<file path="config.mk">
export PLATFORM = sky130hd
export DESIGN_NAME = handshake_broadcast_tx
export DESIGN_NICKNAME = d
export VERILOG_FILES = /design/src/rtl/handshake_broadcast_tx.sv
export SDC_FILE = /design/constraint.sdc
export NUM_CORES = 1
export LEC_CHECK = 0
export ABC_AREA = 1
export BUFFER_PORTS_ARGS = -buffer_cell sky130_fd_sc_hd__buf_2
export CORE_MARGIN = 2
export CORE_UTILIZATION = 39
export DETAILED_ROUTE_END_ITERATION = 7
export GPL_TIMING_DRIVEN = 0
export PLACE_DENSITY = 0.7
export SYNTH_ARGS = -nofsm -noshare
export SYNTH_HDL_FRONTEND = slang
export SYNTH_SLANG_ARGS = --single-unit
export TNS_END_PERCENT = 30
</file>
<file path="constraint.sdc">
create_clock -name CLK -period 2.4 [get_ports CLK]
set_input_delay 0.12 -clock CLK [delete_from_list [all_inputs] [get_ports CLK]]
set_output_delay 0.12 -clock CLK [all_outputs]
set_load 0.005 [all_outputs]
</file>
<file path="src/rtl/handshake_broadcast_tx.sv">
// Ready/valid broadcaster: holds one upstream word and offers it to four
// downstream ports, retiring it once every port has completed its transfer.
module handshake_broadcast_tx #(
  parameter int WIDTH = 4,
  parameter int CNT_W = 8
) (
  input  logic             CLK,
  input  logic             RESETN,
  input  logic             in_valid,
  output logic             in_ready,
  input  logic [WIDTH-1:0] in_data,
  output logic             handshake_valid,
  input  logic             handshake_ready,
  output logic             handshake_arr_0_valid,
  input  logic             handshake_arr_0_ready,
  output logic             handshake_arr_1_valid,
  input  logic             handshake_arr_1_ready,
  output logic             handshake_arr_2_valid,
  input  logic             handshake_arr_2_ready,
  output logic [WIDTH-1:0] out_data,
  output logic             temp1,
  output logic             temp2,
  output logic [CNT_W-1:0] retired_cnt
);

  typedef enum logic {IDLE, BUSY} state_e;

  // Bit 0 is the primary port, bits 1..3 are arr_0..arr_2.
  logic [3:0]       pend, pend_nxt;
  logic [WIDTH-1:0] data_q, data_nxt;
  logic [CNT_W-1:0] cnt_q, cnt_nxt;
  logic [3:0]       ready, fire;
  logic             last, acc, retire;
  state_e           state;

  always_ff @(posedge CLK) begin
    if (!RESETN) begin
      pend   <= '0;
      data_q <= '0;
      cnt_q  <= '0;
    end else begin
      pend   <= pend_nxt;
      data_q <= data_nxt;
      cnt_q  <= cnt_nxt;
    end
  end

  // The last outstanding fire frees the slot in the same cycle, so a new
  // word can be accepted on the retire edge without a bubble.
  always_comb begin
    ready    = {handshake_arr_2_ready, handshake_arr_1_ready,
                handshake_arr_0_ready, handshake_ready};
    fire     = pend & ready;
    last     = ((pend & ~fire) == 4'b0000);
    state    = (pend == 4'b0000) ? IDLE : BUSY;
    acc      = in_valid & last;
    retire   = (state == BUSY) & last;
    pend_nxt = acc ? 4'b1111 : (pend & ~fire);
    data_nxt = acc ? in_data : data_q;
    cnt_nxt  = cnt_q + CNT_W'(retire);
  end

  always_comb begin
    handshake_valid       = pend[0];
    handshake_arr_0_valid = pend[1];
    handshake_arr_1_valid = pend[2];
    handshake_arr_2_valid = pend[3];
    in_ready              = last;
    out_data              = data_q;
    temp1                 = |data_q;
    temp2                 = &data_q;
    retired_cnt           = cnt_q;
  end

endmodule

</file>
==> flow_summary.json <==
{
  "syn_area_um2": 721.9,
  "synth_fp_nets": 108,
  "yosysSeqAreaShare_pct": 44.37,
  "worstSetupPathType": "reg2reg",
  "status": "completed",
  "cts_tree": "yes",
  "power_mw": 0.5556,
  "r2r_end": "retired_cnt[6]$_SDFF_PN0_",
  "ys_ff_latch": 16,
  "tns_ns": 0,
  "cts_max_level": 1,
  "max_slew_margin_pct": 84.94,
  "holdCritStartpoint": "handshake_ready",
  "hold_path_class": "in2reg",
  "fillers": 194,
  "row_count": 15,
  "critPathMaxStageDelay_ns": 0.33,
  "hold_violations": 0,
  "overflow": 0,
  "worst_slew_pin_slew_ns": 0.2239,
  "grt_pass1_wl_um": 2132,
  "ios": 30,
  "netlist_instances": 95,
  "grt_max_degree": 11,
  "via_per_inst": 4.553,
  "crit_required_ns": 2.57,
  "synth_cell_types": 17,
  "dp_hpwl_um": 1155,
  "routedWlPerCell_um": 9.567,
  "slew_viol_final": 0,
  "nNetsFinal": 140,
  "yosys.area.top_type": "dfxtp_1",
  "drc": 0,
  "worstReg2RegStart": "pend[1]$_SDFF_PN0_",
  "die-width_um": 47.03,
  "setup_viol": 0,
  "postRouteAntennaNets": 0,
  "area_growth_syn_to_layout_pct": 26.17,
  "final_cell_area_um2": 910.9,
  "drt_pass1_iterations": 4,
  "crit_arrival_ns": 1.85,
  "crit_path_end_kind": "flip-flop",
  "cts-resized-gates": 0,
  "max-cap-violations": 0,
  "drt_iter0_drc": 9,
  "gp_congestion": 0.6909,
  "synthTopCellsByArea": "dfxtp_1 44%, inv_1 9.4%, a21oi_1 7.6%, nand2_1 6.8%, nor2_1 4.7%",
  "worst_path_max_delay_cell": "dfxtp_1",
  "vias": 683,
  "yosysWarnings": 0,
  "reg2regPathDepth": 10,
  "power.leakage_nw": 0.4979,
  "multiInputGateArea_um2": 324.1,
  "peakVddDrop_uv": 288.4,
  "p_per_area_mw_per_mm2": 609.9,
  "clock_latency_ns": 0.28,
  "clock-sinks": 16,
  "yosysTopAreaCellShare_pct": 44.37,
  "fmax_ghz": 0.5928,
  "numPortBuffers": 27,
  "die-area_mm2": 0.002211,
  "critPathMaxFanout": 3,
  "worst-r2r-setup-slack_ns": 0.71,
  "finish.utilization_pct": 52.75,
  "gr-usage-all-layers_pct": 14.05,
  "grt_pass1_vias": 550,
  "finalCriticalPeriod_ns": 1.687,
  "routed_wl_um": 1435,
  "ctsHoldBuffers": 0,
  "cp-start-kind": "flip-flop",
  "cts_setup_buffers": 0,
  "seqCellArea_um2": 320.3,
  "die_y_um": 47.03,
  "finalClockSkew_ns": 0.004279,
  "cts_buffer_depth": 2,
  "post-route-period-util_pct": 70.29,
  "cts.clk_slew.worst_paths_ns": 0.09,
  "diodes": 0,
  "dp_slack_ns": 0.6932,
  "hold_depth": 4,
  "core-area_mm2": 0.001727,
  "worstHoldEndpoint": "pend[0]$_SDFF_PN0_",
  "antenna_found_initial": 0,
  "synth_area_per_cell_um2": 7.599,
  "cts_made_buffers": 3,
  "placed_cell_area_um2": 888.4,
  "crit_chain": "nand2_1 -> nand2_2 -> nor3_1 -> ha_1 -> ha_1 -> nand2_1 -> inv_1 -> nand2_1 -> nor3_1 -> nor3_1",
  "initial_utilization_pct": 41.81,
  "startpoint": "pend[1]$_SDFF_PN0_",
  "rsz0062_at_grt": "false",
  "cts_root_buf": "clkbuf_4",
  "finalWorstSetupSlack_ns": 0.7131,
  "drive_gt1_share_pct": 32.00
}
power breakdown:
part	switching, mW	internal [mW]
Sequential	0.0143	0.287
Combinational	0.0645	0.0545
Clock	0.0774	0.0581
placed cells by master (no fill, tap or decap):
cell type,instances
nor2_2,1
nand3_1,6
nand2_1,13
ha_1,2
buf_2,29
o21ai_0,2
nor4_1,2
inv_1,18
nand4_1,1
dfxtp_1,16
xor2_1,1
clkbuf_4,3
a21oi_1,11
nand2_4,2
nand2_2,4
nor2_1,9
nor3_1,4
nor2_8,1
synth_stat cells:
library cell	n
inv_1	18
dfxtp_1	16
nand2_1	13
a21oi_1	11
nor2_1	9
nand3_1	6
nand2_2	4
nor3_1	4
buf_2	2
ha_1	2
nand2_4	2
nor4_1	2
o21ai_0	2
nand4_1	1
nor2_2	1
nor2_8	1
xor2_1	1
per-layer routing:
| layer | GRT usage [%] | vias up | part of all wire, % |
|---|---|---|---|
| met5 | 0 | - | 0 |
| met4 | 10.00 | 0 | 0.98 |
| met3 | 2.692 | 4 | 7.1 |
| met2 | 21.92 | 24 | 48 |
| met1 | 17.30 | 295 | 44 |
| li1 | - | 360 | - |
registers in the layout, indices dropped and copies added, names as in the netlist:
register / cells
retired_cnt: 8
out_data: 4
pend: 4
layout make-up:
type,count,area share (%)
multi-input combinational,59,35.58
inverter,18,7.418
timing repair buffer,27,14.84
buffer,2,1.099
clock buffer,3,2.473
tap,25,3.434
sequential,16,35.16
worst max path at each step:
stage	end	slack, ns
2_1_floorplan	retired_cnt[6]$_SDFF_PN0_	0.90
6_report	retired_cnt[6]$_SDFF_PN0_	0.71
5_1_grt	retired_cnt[4]$_SDFF_PN0_	0.51
3_5_place_dp	retired_cnt[6]$_SDFF_PN0_	0.69
3_3_place_gp	retired_cnt[6]$_SDFF_PN0_	0.76
4_1_cts	retired_cnt[6]$_SDFF_PN0_	0.67
cells by family after synthesis:
family / Yosys count / share of synthesized area (%)
flip-flops: 16 / 44.37
XOR/XNOR: 1 / 1.213
buffers and inverters: 20 / 10.74
AO/OA/AOI/OAI: 13 / 9.012
adder cells (fa/ha/maj): 2 / 3.466
AND/OR/NAND/NOR: 43 / 31.20
per-stage QoR:
step,cells,hold WS (ns)
2_1_floorplan,95,0.3097
3_3_place_gp,147,0.4033
3_5_place_dp,147,0.4201
4_1_cts,150,0.1153
5_1_grt,150,0.1245
6_report,150,0.1221
worst max-delay path, delay by kind of cell (launching register included):
kind	cells	cell delay [ns]
flip-flops	1	0.33
AND/OR/NAND/NOR	7	0.76
buffers and inverters	1	0.09
adder cells (fa/ha/maj)	2	0.39
Power figures use the tool's default switching activity.
